### config.mk
export PLATFORM = sky130hd
export DESIGN_NAME = data_memory_ws
export DESIGN_NICKNAME = d
export VERILOG_FILES = /design/src/rtl/data_memory_ws.sv
export SDC_FILE = /design/constraint.sdc
export NUM_CORES = 1
export LEC_CHECK = 0
export CAP_MARGIN = 10
export CORE_MARGIN = 4
export CORE_UTILIZATION = 55
export CTS_BUF_LIST = sky130_fd_sc_hd__clkbuf_8
export CTS_CLUSTER_DIAMETER = 50
export CTS_CLUSTER_SIZE = 28
export DETAILED_ROUTE_END_ITERATION = 7
export HOLD_SLACK_MARGIN = 0.1
export PLACE_DENSITY_LB_ADDON = 0.05
export SLEW_MARGIN = 20
export SYNTH_ARGS = -nofsm -noshare
export SYNTH_HDL_FRONTEND = slang
export SYNTH_SLANG_ARGS = --single-unit
### constraint.sdc
create_clock -name clk -period 2.4 [get_ports clk]
set_input_delay 0.36 -clock clk [delete_from_list [all_inputs] [get_ports clk]]
set_output_delay 0.36 -clock clk [all_outputs]
set_load 0.005 [all_outputs]
### src/rtl/data_memory_ws.sv
// -----------------------------------------------------------------------------
// data_memory_ws
//
// Data memory with configurable word width, depth and wait-state latency.
// It sits between the core's load/store port and its read-data input.
// Each access is accepted in IDLE and stretched by WAIT wait states. It then
// completes with a one-cycle ready strobe, so multi-cycle or stall-capable
// cores can be served by a deliberately slow memory.
//
// Parameters:
//   DATA_W  data word width in bits
//   ADDR_W  address width in bits
//   DEPTH   implemented words (1..2^ADDR_W); addresses >= DEPTH are out of range
//   WAIT    wait states inserted before completion (0..15)
//
// Ports:
//   clk      rising-edge clock
//   reset    asynchronous, active-low reset (clears every word)
//   core_wr  write request
//   core_rd  read request
//   addr     word address
//   data_o   write data from core
//   data_i   read data to core (holds between read completions)
//   ready    one-cycle completion strobe
//   busy     access in progress; new requests are ignored while high
//   err      one-cycle strobe with ready: out-of-range access or rd+wr conflict
// -----------------------------------------------------------------------------
module data_memory_ws #(
    parameter int DATA_W = 8,
    parameter int ADDR_W = 5,
    parameter int DEPTH  = 32,
    parameter int WAIT   = 2
) (
    input  logic              clk,
    input  logic              reset,
    input  logic              core_wr,
    input  logic              core_rd,
    input  logic [ADDR_W-1:0] addr,
    input  logic [DATA_W-1:0] data_o,
    output logic [DATA_W-1:0] data_i,
    output logic              ready,
    output logic              busy,
    output logic              err
);

    // Configuration guards: an illegal parameter set stops elaboration.
    generate
        if (WAIT < 0 || WAIT > 15) begin : g_bad_wait
            $error("data_memory_ws: WAIT=%0d is outside 0..15", WAIT);
        end
        if (DEPTH < 1 || DEPTH > (1 << ADDR_W)) begin : g_bad_depth
            $error("data_memory_ws: DEPTH=%0d does not fit in ADDR_W=%0d", DEPTH, ADDR_W);
        end
    endgenerate

    localparam logic [ADDR_W:0] DEPTH_L   = (ADDR_W + 1)'(DEPTH);
    localparam logic [3:0]      WAIT_L    = 4'(WAIT);
    localparam bit              ZERO_WAIT = (WAIT == 0);

    typedef enum logic [1:0] {
        ST_IDLE,
        ST_WAIT,
        ST_RESP
    } state_t;

    state_t              state_reg;
    logic [3:0]          cnt_reg;
    logic [ADDR_W-1:0]   addr_reg;
    logic [DATA_W-1:0]   wdata_reg;
    logic                wr_reg;
    logic                conflict_reg;

    // Every word must clear on reset, so the array is register-based.
    logic [DATA_W-1:0]   mem [DEPTH];

    logic                req;
    logic                accept;
    logic                complete;
    logic [ADDR_W-1:0]   acc_addr;
    logic [DATA_W-1:0]   acc_wdata;
    logic                acc_wr;
    logic                acc_conflict;
    logic                in_range;
    logic [DATA_W-1:0]   rd_word;

    always_comb begin
        req    = core_rd | core_wr;
        accept = (state_reg == ST_IDLE) && req;

        // With WAIT=0 the access completes on its accepting edge. It must
        // therefore use the live request, not the copy latched on that edge.
        if (state_reg == ST_IDLE) begin
            acc_addr     = addr;
            acc_wdata    = data_o;
            acc_wr       = core_wr;
            acc_conflict = core_wr & core_rd;
        end else begin
            acc_addr     = addr_reg;
            acc_wdata    = wdata_reg;
            acc_wr       = wr_reg;
            acc_conflict = conflict_reg;
        end

        in_range = {1'b0, acc_addr} < DEPTH_L;
        rd_word  = in_range ? mem[acc_addr] : '0;

        // Completion edge: the accepting edge when there are no wait states,
        // otherwise the edge on which the wait counter steps from 1 to 0.
        complete = (accept && ZERO_WAIT) ||
                   ((state_reg == ST_WAIT) && (cnt_reg == 4'd1));
    end

    always_ff @(posedge clk or negedge reset) begin
        if (!reset) begin
            state_reg    <= ST_IDLE;
            cnt_reg      <= '0;
            addr_reg     <= '0;
            wdata_reg    <= '0;
            wr_reg       <= 1'b0;
            conflict_reg <= 1'b0;
            data_i       <= '0;
            ready        <= 1'b0;
            busy         <= 1'b0;
            err          <= 1'b0;
            for (int i = 0; i < DEPTH; i++) begin
                mem[i] <= '0;
            end
        end else begin
            // Strobes default low so they last exactly the RESP cycle.
            ready <= 1'b0;
            err   <= 1'b0;

            if (complete) begin
                if (acc_wr) begin
                    // A rd+wr conflict also lands here: it behaves as a write.
                    if (in_range) begin
                        mem[acc_addr] <= acc_wdata;
                    end
                end else begin
                    data_i <= rd_word;
                end
                ready <= 1'b1;
                err   <= !in_range || acc_conflict;
            end

            case (state_reg)
                ST_IDLE: begin
                    if (req) begin
                        addr_reg     <= addr;
                        wdata_reg    <= data_o;
                        wr_reg       <= core_wr;
                        conflict_reg <= core_wr & core_rd;
                        busy         <= 1'b1;
                        if (ZERO_WAIT) begin
                            state_reg <= ST_RESP;
                        end else begin
                            state_reg <= ST_WAIT;
                            cnt_reg   <= WAIT_L;
                        end
                    end
                end
                ST_WAIT: begin
                    cnt_reg <= cnt_reg - 4'd1;
                    if (cnt_reg == 4'd1) begin
                        state_reg <= ST_RESP;
                    end
                end
                ST_RESP: begin
                    state_reg <= ST_IDLE;
                    busy      <= 1'b0;
                end
                default: begin
                    state_reg <= ST_IDLE;
                    busy      <= 1'b0;
                end
            endcase
        end
    end

endmodule
# Word level (Yosys, flattened, before mapping)
# Index checks and enable logic that the tools add are counted.
[totals]
romBits = 0
ram_bits = 0
in_bits = 17
reg_bits = 288
out_inout_bits = 11
n_memories = 0
latch_bits = 0
[op_classes]
n_div = 0
n_addsub = 1
n_shift = 0
bitwise_logic = 5
mul = 0
eq_ne = 4
mux = 19
reduce_logical = 10
magnitude_cmp = 2
[ops]
columns = ["op", "n"]
rows = [
  ["bitwise mux 256 bit", 1],
  ["binary-select mux 8 bit (select 5 bit)", 1],
  ["demux 8 bit (select 5 bit)", 1],
  ["two-way mux 8 bit", 4],
  ["AND reduction 2 bit", 6],
  ["case mux 4 bit (2 select lines)", 1],
  [">= comparator 6 bit (second input constant)", 1],
  ["less-than comparator 6 x 1 -> 1 bit (second input constant)", 1],
  ["inverter 5 -> 6 bit", 1],
  ["two-way mux 1 bit", 5],
  ["two-way mux 5 bit", 1],
  ["== test 4 x 1 -> 1 bit (second input constant)", 1],
  ["two-way mux 2 bit", 2],
  ["two-way mux 4 bit", 1],
  ["case mux 2 bit (2 select lines)", 1],
  ["subtractor 4 x 1 -> 4 bit (second input constant)", 1],
  ["== test 2 x 1 -> 1 bit (second input constant)", 1],
  ["logical AND 1 bit", 2],
  ["logical NOT 2 bit", 1],
  ["!= test 2 x 1 -> 1 bit (second input constant)", 1],
  ["!= test 2 bit (second input constant)", 1],
  ["inverter 1 bit", 2],
  ["case mux 1 bit (2 select lines)", 1],
  ["nonzero test 2 bit", 1],
  ["2 further kinds", 2],
]

# Depth between registers and ports, before layout
# Gate-level depths: netlist of the first run.
[logic_depth]
word_depth = 8
mapped_depth = 10
mapped_depth_nobuf = 8

# Worst setup path before layout of the first run
# Ideal clock, no wire load.
[synth_path]
path_type = "reg-to-reg"
startpoint = "register cnt_reg[1]"
endpoint = "register mem[101] (netlist bit)"
t_arrival_ps = 2011
stages_incl_launch_ff = 10
setup_time_ps = 77
path_buffers = 2
setup_slack_ps = 312
synth_period_minus_slack_ps = 2088
required_time_ps = 2323
cell_sequence = "dfrtp_1 > inv_1 > ha_1 > nor3b_4 > nand4b_4 > buf_6 > nor3_4 > buf_2 > nor2_1 > a21oi_1"
[synth_between]
elab_chain_len = 3
[synth_lines]
columns = ["item", "line", "text"]
rows = [
  ["start: declaration", "67", "logic [3:0] cnt_reg;"],
  ["start signal: assignment", "163", "cnt_reg <= cnt_reg - 4'd1;"],
  ["== test 4 x 1 -> 1 bit", "110", "((state_reg == ST_WAIT) && (cnt_reg == 4'd1));"],
  ["logical AND 1 bit", "110", ""],
  ["AND reduction 2 bit (no line)", "-", ""],
  ["end signal: indexed assignment", "137", "mem[acc_addr] <= acc_wdata;"],
  ["end: declaration", "74", "logic [DATA_W-1:0] mem [DEPTH];"],
]
# No other way between the ends.
# A chain may end at the register's enable or synchronous reset.

# Worst setup path after layout of the first run
[layout_path]
startpoint = "register state_reg[1]"
endpoint = "register data_i[1]"
[layout_between]
elab_chain_len = 6
word_cells_on_any_way = 11
classes_between = "1 x eq/ne; 5 x mux; 2 x bitwise; 3 x reduce/logical"
[layout_lines]
columns = ["item", "line", "text"]
rows = [
  ["start: declaration", "66", "state_t state_reg;"],
  ["start signal: assignment", "115", "state_reg <= ST_IDLE;"],
  ["start signal: assignment", "155", "state_reg <= ST_RESP;"],
  ["start signal: assignment", "157", "state_reg <= ST_WAIT;"],
  ["logical NOT 2 bit", "92", "if (state_reg == ST_IDLE) begin"],
  ["two-way mux 5 bit", "92", ""],
  ["inverter 5 -> 6 bit (implied by the code)", "105", "rd_word = in_range ? mem[acc_addr] : '0;"],
  ["binary-select mux 8 bit (select 5 bit)", "105", ""],
  ["two-way mux 8 bit (implied by the code) (2 in a row)", "105", ""],
  ["end signal: assignment", "140", "data_i <= rd_word;"],
  ["end: declaration", "40", "output logic [DATA_W-1:0] data_i,"],
]
# Several ways; a longest one is shown, not always the timed one. The select of a mux whose other input is x is not followed.

==> results of run 1 <==
==> timing repair <==
item / CTS / global route
buffers inserted: 2 / 5
hold buffers: 1 / 0
gates resized for setup: 10 / 13
endpoints found under the hold margin: 288 / 0
cloned: 0 / 1
pin swaps: 1 / 5
setup endpoints to repair: 5 / 8
==> worst paths after layout <==
kind                                          startpoint                        to  slack (ns)  depth (start not counted)
max in group asynchronous                          reset      mem[234]$_DFFE_PN0P_        1.46                          3
worst min-delay path                               reset       mem[53]$_DFFE_PN0P_        0.16                          2
worst max-delay path            state_reg[1]$_DFFE_PN0P_     data_i[1]$_DFFE_PN0P_        0.08                          8
worst max register to register  state_reg[1]$_DFFE_PN0P_     data_i[1]$_DFFE_PN0P_        0.08                          8
worst min register to register  conflict_reg$_DFFE_PN0P_  conflict_reg$_DFFE_PN0P_        0.47                          2
min in group clk                               data_o[0]  wdata_reg[0]$_DFFE_PN0P_        0.38                          3
==> placed cells by master (no fill, tap or decap), drive strengths merged, types with 3 or more instances in the layout <==
cell type      count
a21oi            323
a22oi            128
a31oi             12
buf              139
bufinv             3
clkbuf            33
clkdlybuf4s50     26
clkinv            12
dfrtp            288
inv               13
mux2i             10
nand2             41
nand2b             8
nor2             296
nor3              26
nor4               9
o21ai              9
or2                5
==> area by class of cell <==
class / count / area [um^2] / share of cell area, %
repair buffers: 167 / 2090 / 13.4
multi-input cells: 890 / 5150 / 33.1
inverters: 6 / 22.5 / 0.145
well taps: 285 / 357 / 2.29
flip-flops and latches: 288 / 7210 / 46.3
clock buffers: 32 / 440 / 2.83
clock inverters: 22 / 285 / 1.83
==> logic make-up after synthesis <==
| logic type | after synthesis |
|---|---|
| xor+xnor | 1 |
| buf+inv | 106 |
| fa+ha+maj | 2 |
| mux | 10 |
| flops | 288 |
| compound gates | 478 |
| simple gates | 399 |
==> per-stage QoR <==
step	instance area, um^2	power (uW)	hold WS [ns]
6_report	15600	20000	0.165
3_3_place_gp	14600	15800	0.206
5_1_grt	15600	21200	0.155
4_1_cts	15400	19800	0.149
3_5_place_dp	14600	16100	0.208
2_1_floorplan	12700	12200	0.0644
==> routing by layer <==
metal  routed length (um)  part of all wire, %
met1                14900                   43
met2                16500                   48
met3                 2000                  5.8
met4                 1210                  3.5
met5                    0                    0
==> power breakdown <==
group	internal (uW)	switching, uW	leakage [uW]
Combinational	3550	4940	0.00270
Sequential	6690	1190	0.00383
Clock	1680	1950	0.000372
Total	11900	8080	0.00690
==> reports/summary.txt, run 1 <==
Status = completed
DRT Wirelength = 34600 um
Num rows = 55
Hold Fails Final Rpt = 0
GRT Total Usage = 27.2%
Post-synth top area cell = dfrtp_1
Starting Density = 56.0%
Global Route met1 Usage = 39.0%
Count leader, synth = a21oi_1
Post-synthesis cell count = 1284
Worst VDD drop = 0.00113 V
Post-synth EDFFs = 0
Synthesized net count = 1303
Xor and xnor area share after synthesis = 0.0689%
CP max stage delay = 0.59 ns
Filler instances = 1794
Worst-path cell chain = or4_4 -> o31ai_4 -> buf_6 -> buf_4 -> a22oi_1 -> a21oi_1 -> nor4_4 -> a31oi_1
CP Max Fanout = 10
Max reg flops = 256
Synth Area in Compound Gates = 21.7%
Clock Tree Buf Depth = 3
TritonCTS Buffers = 29
Cell variety after synth = 45
Drt wl/cell = 20.5 um
CP Class = flip-flop to flip-flop
Post-route setup slack = 0.0830 ns
Worst Setup End Kind = flip-flop
Slew @ Worst Pin = 0.567 ns
Final ANT Viol Nets = 0
GRT overflow = 0
RSZ-0062 raised after global routing = true
Antenna violations before repair = 0
Hold WC Path Type = primary input to async pin
CP max stage cell = or4_4
Post-route minimum period = 2.32 ns
Finish-stage setup viols = 0
Max Clk Rate = 432 MHz
Placed Instances = 1627
Fin cells = 1690
Post-synth ARST share = 100%
Chip width = 160 um
Met2 usage = 43.4%
Synth Area in Adders = 0.197%
PD cells = 1290 mW/mm^2
HPWL after DPL = 22600 um
Gpl congestion = 0.834
Layout cells sized above 1 = 19.2%
Dpl ws = -0.410 ns
Slew margin rel. = 62.2%
Critical Path AT = 2.85 ns
Clock-pin slew of the registers on the worst-case setup and hold paths = 0.12 ns
Ys Warns = 0
CTS tree = built
Largest net degree at the start of global routing = 92
Root Driver = clkbuf_8
Drt first pass iters = 5
H-tree lvl count = 1
Mapped Area = 0.0127 mm^2
Full die area = 0.0256 mm^2
Vias = 10.0k
Sequential area share after synthesis = 56.7%
Largest family of logic cells by synthesized area = compound AO/OA/AOI/OAI gates
Core Area = 0.0227 mm^2
# IOs = 28
DR DRC count = 0
Max-Cap Viols = 0
Fin. max-slew vios = 0
GRT met3 Usage = 3.74%
Proportion of synthesized area in mux cells = 0.886%
Worst path buffer plus inverter count = 2
Clock Latency Late Sink = 0.61 ns
First-pass GRT wire length = 55400 um
Post-synthesis simple-gate area fraction = 15.8%
Worst setup SP type = flip-flop
Post-synth top area share = 56.7%
Crit share post-route = 96.5%
Top FF cell, synth = dfrtp_1
Nets@finish = 1401
Skew final = 0.0216 ns
Synth top area cells = dfrtp_1 (57%), a21oi_1 (13%), nor2_1 (8.2%)
Number of global-route vias before repair = 9755
PortBufs = 27
Via density = 5.92
Leakage Power = 0.00690 uW
Req. time, crit path = 2.93 ns
Ant diodes = 0
DR iter-0 viols = 799
Flops & latches, synth = 288
Top cell family by delay on the critical path = simple AND/OR/NAND/NOR gates
Layout area overhead = 22.3%
Gr busiest metal = met2
Die height = 160 um
Top post-synthesis cells by count = a21oi_1 (323), dfrtp_1 (288), nor2_1 (279)
CTS sink cnt = 288
Syn_area_per_cell = 9.90 um^2
Setup TNS = 0 ns
Post-layout util = 68.5%
No activity file was read; power rests on OpenSTA's default activity.
==> inputs of run 2 (changes only) <==
--- a/config.mk
+++ b/config.mk
@@ -13,7 +13,7 @@
 export CTS_CLUSTER_SIZE = 28
 export DETAILED_ROUTE_END_ITERATION = 7
 export HOLD_SLACK_MARGIN = 0.1
-export PLACE_DENSITY_LB_ADDON = 0.05
+export PLACE_DENSITY = 0.72
 export SLEW_MARGIN = 20
 export SYNTH_ARGS = -nofsm -noshare
 export SYNTH_HDL_FRONTEND = slang
==> run 2 against run 1 <==
Compared with the run above:
- combinational power increased by 2%
- clock power increased by 8.2%
- wire length decreased by 0.27%
- critical path depth rose by 1
- sequential share of layout area down 0.47 points
- highest routed layer unchanged
- utilization rose by 0.69 points
- via count grew 2.6%
- cell count is 0.53% higher
- global-route usage shrank 0.38 points
- maximum frequency fell by 1.2%
- register-to-register slack got worse by 0.03 ns
- clock skew fell by 0.00084 ns
==> reports/summary.txt, run 2 (same netlist as run 1, synthesis figures left out) <==
CTS sink cnt = 288 (unchanged)
Fin. max-slew vios = 0 (unchanged)
PD cells = 1300 mW/mm^2 (was 1290 mW/mm^2)
Status = completed (unchanged)
Full die area = 0.0256 mm^2 (unchanged)
Number of global-route vias before repair = 10.2k (was 9755)
Fin cells = 1699 (was 1690)
Post-route minimum period = 2.35 ns (was 2.32 ns)
Drt first pass iters = 7 (was 5)
Max reg flops = 256 (unchanged)
DR DRC count = 0 (unchanged)
Finish-stage setup viols = 0 (unchanged)
Worst VDD drop = 0.00117 V (was 0.00113 V)
Num rows = 55 (unchanged)
Nets@finish = 1409 (was 1401)
Clock Latency Late Sink = 0.60 ns (was 0.61 ns)
Placed Instances = 1635 (was 1627)
Core Area = 0.0227 mm^2 (unchanged)
Worst Setup End Kind = flip-flop (unchanged)
RSZ-0062 raised after global routing = true (unchanged)
Layout area overhead = 23.6% (was 22.3%)
Largest net degree at the start of global routing = 61 (was 92)
Slew margin rel. = 64.9% (was 62.2%)
Final ANT Viol Nets = 0 (unchanged)
Vias = 10.3k (was 10.0k)
Design area = 0.0157 mm^2 (was 0.0156 mm^2)
Slew @ Worst Pin = 0.527 ns (was 0.567 ns)
Crit share post-route = 97.7% (was 96.5%)
Skew final = 0.0207 ns (was 0.0216 ns)
Clock-pin slew of the registers on the worst-case setup and hold paths = 0.10 ns (was 0.12 ns)
TritonCTS Buffers = 30 (was 29)
Max Clk Rate = 426 MHz (was 432 MHz)
Critical Path AT = 2.87 ns (was 2.85 ns)
GRT overflow = 0 (unchanged)
DRT Wirelength = 34500 um (was 34600 um)
Max-Cap Viols = 0 (unchanged)
PortBufs = 27 (unchanged)
Antenna violations before repair = 0 (unchanged)
HPWL after DPL = 22500 um (was 22600 um)
DR iter-0 viols = 766 (was 799)
CP Max Fanout = 12 (was 10)
Via density = 6.05 (was 5.92)
Die height = 160 um (unchanged)
Gpl congestion = 0.850 (was 0.834)
Req. time, crit path = 2.92 ns (was 2.93 ns)
CP Class = flip-flop to flip-flop (unchanged)
Most common cell after layout, fill and taps aside = a21oi_1 (unchanged)
First-pass GRT wire length = 55600 um (was 55400 um)
H-tree lvl count = 1 (unchanged)
Starting Density = 56.0% (unchanged)
Leakage Power = 0.00693 uW (was 0.00690 uW)
Hold slack final = 0.298 ns (was 0.165 ns)
Root Driver = clkbuf_8 (unchanged)
Reg2Reg Depth = 9 (was 8)
Layout cells sized above 1 = 20.7% (was 19.2%)
Most frequent cells in the layout = a21oi_1 (307), dfrtp_1 (287), nor2_1 (278), a22oi_1 (127), buf_4 (80) (was a21oi_1 (317), dfrtp_1 (286), nor2_1 (279), a22oi_1 (127), buf_4 (77))
Hold Fails Final Rpt = 0 (unchanged)
Clock Tree Buf Depth = 3 (unchanged)
Ant diodes = 0 (unchanged)
Chip width = 160 um (unchanged)
# IOs = 28 (unchanged)
Dpl cell area = 0.0147 mm^2 (was 0.0146 mm^2)
Hold WC Path Type = primary input to async pin (unchanged)
Post-layout util = 69.2% (was 68.5%)
Drt wl/cell = 20.3 um (was 20.5 um)
GRT Total Usage = 26.8% (was 27.2%)
CTS tree = built (unchanged)
Worst setup SP type = flip-flop (unchanged)
run 2: final cells by class:
type,count,area [um^2]
inverters,6,22.5
multi-input cells,890,5210
well taps,285,357
fillers,1655,7000
clock buffers,32,440
repair buffers,174,2140
clock inverters,24,333
flip-flops and latches,288,7210
run 2: metrics by stage:
stage	TNS [ns]	worst slack, ns	power [uW]
after floorplan	0	0.312	12200
after global placement	-15.45	-0.350	15800
after detailed placement	-25.32	-0.395	16100
after CTS	0	0.0109	20200
after global routing	-0.0718	-0.0348	21600
final	0	0.0541	20400
run 2: timing repair:
action,in CTS,in global routing
setup buffers,3,3
hold endpoints to repair,54,0
hold buffers,1,0
gates resized for setup,16,29
endpoints found under the setup margin,9,81
cloned,0,1
pin swaps,3,10
run 2: path summary, 6_finish.rpt:
check	endpoint	slack, ns	from
min in group clk	wdata_reg[7]$_DFFE_PN0P_	0.37	data_o[7]
worst min-delay path	wdata_reg[7]$_DFFE_PN0P_	0.30	reset
max in group asynchronous	mem[11]$_DFFE_PN0P_	1.36	reset
worst max-delay path	data_i[4]$_DFFE_PN0P_	0.05	state_reg[1]$_DFFE_PN0P_
worst min register to register	conflict_reg$_DFFE_PN0P_	0.47	conflict_reg$_DFFE_PN0P_
worst max register to register	data_i[4]$_DFFE_PN0P_	0.05	state_reg[1]$_DFFE_PN0P_
run 2: metal layers:
layer | GRT usage [%] | vias to the layer above | part of all wire (%)
met4 | 8.45 | 0 | 3.2
met1 | 37.6 | 5073 | 41
met3 | 3.85 | 74 | 6.8
li1 | - | 4733 | -
met5 | 0 | - | 0
met2 | 43.7 | 396 | 49
run 2: power by group:
group	switching, uW	total, uW	internal (uW)
combinational	4950	8620	3660
clock	1960	3940	1980
sequential	1190	7880	6690
total	8100	20400	12300
run 2: critical path, cell delays in order (launching register included):
cell and delay, ns:
dfrtp_1 0.40, buf_4 0.18, or4b_4 0.56, o21ai_4 0.16
buf_6 0.19, buf_8 0.15, a22oi_1 0.12, a21oi_2 0.24
nor2_2 0.07, a31oi_1 0.20
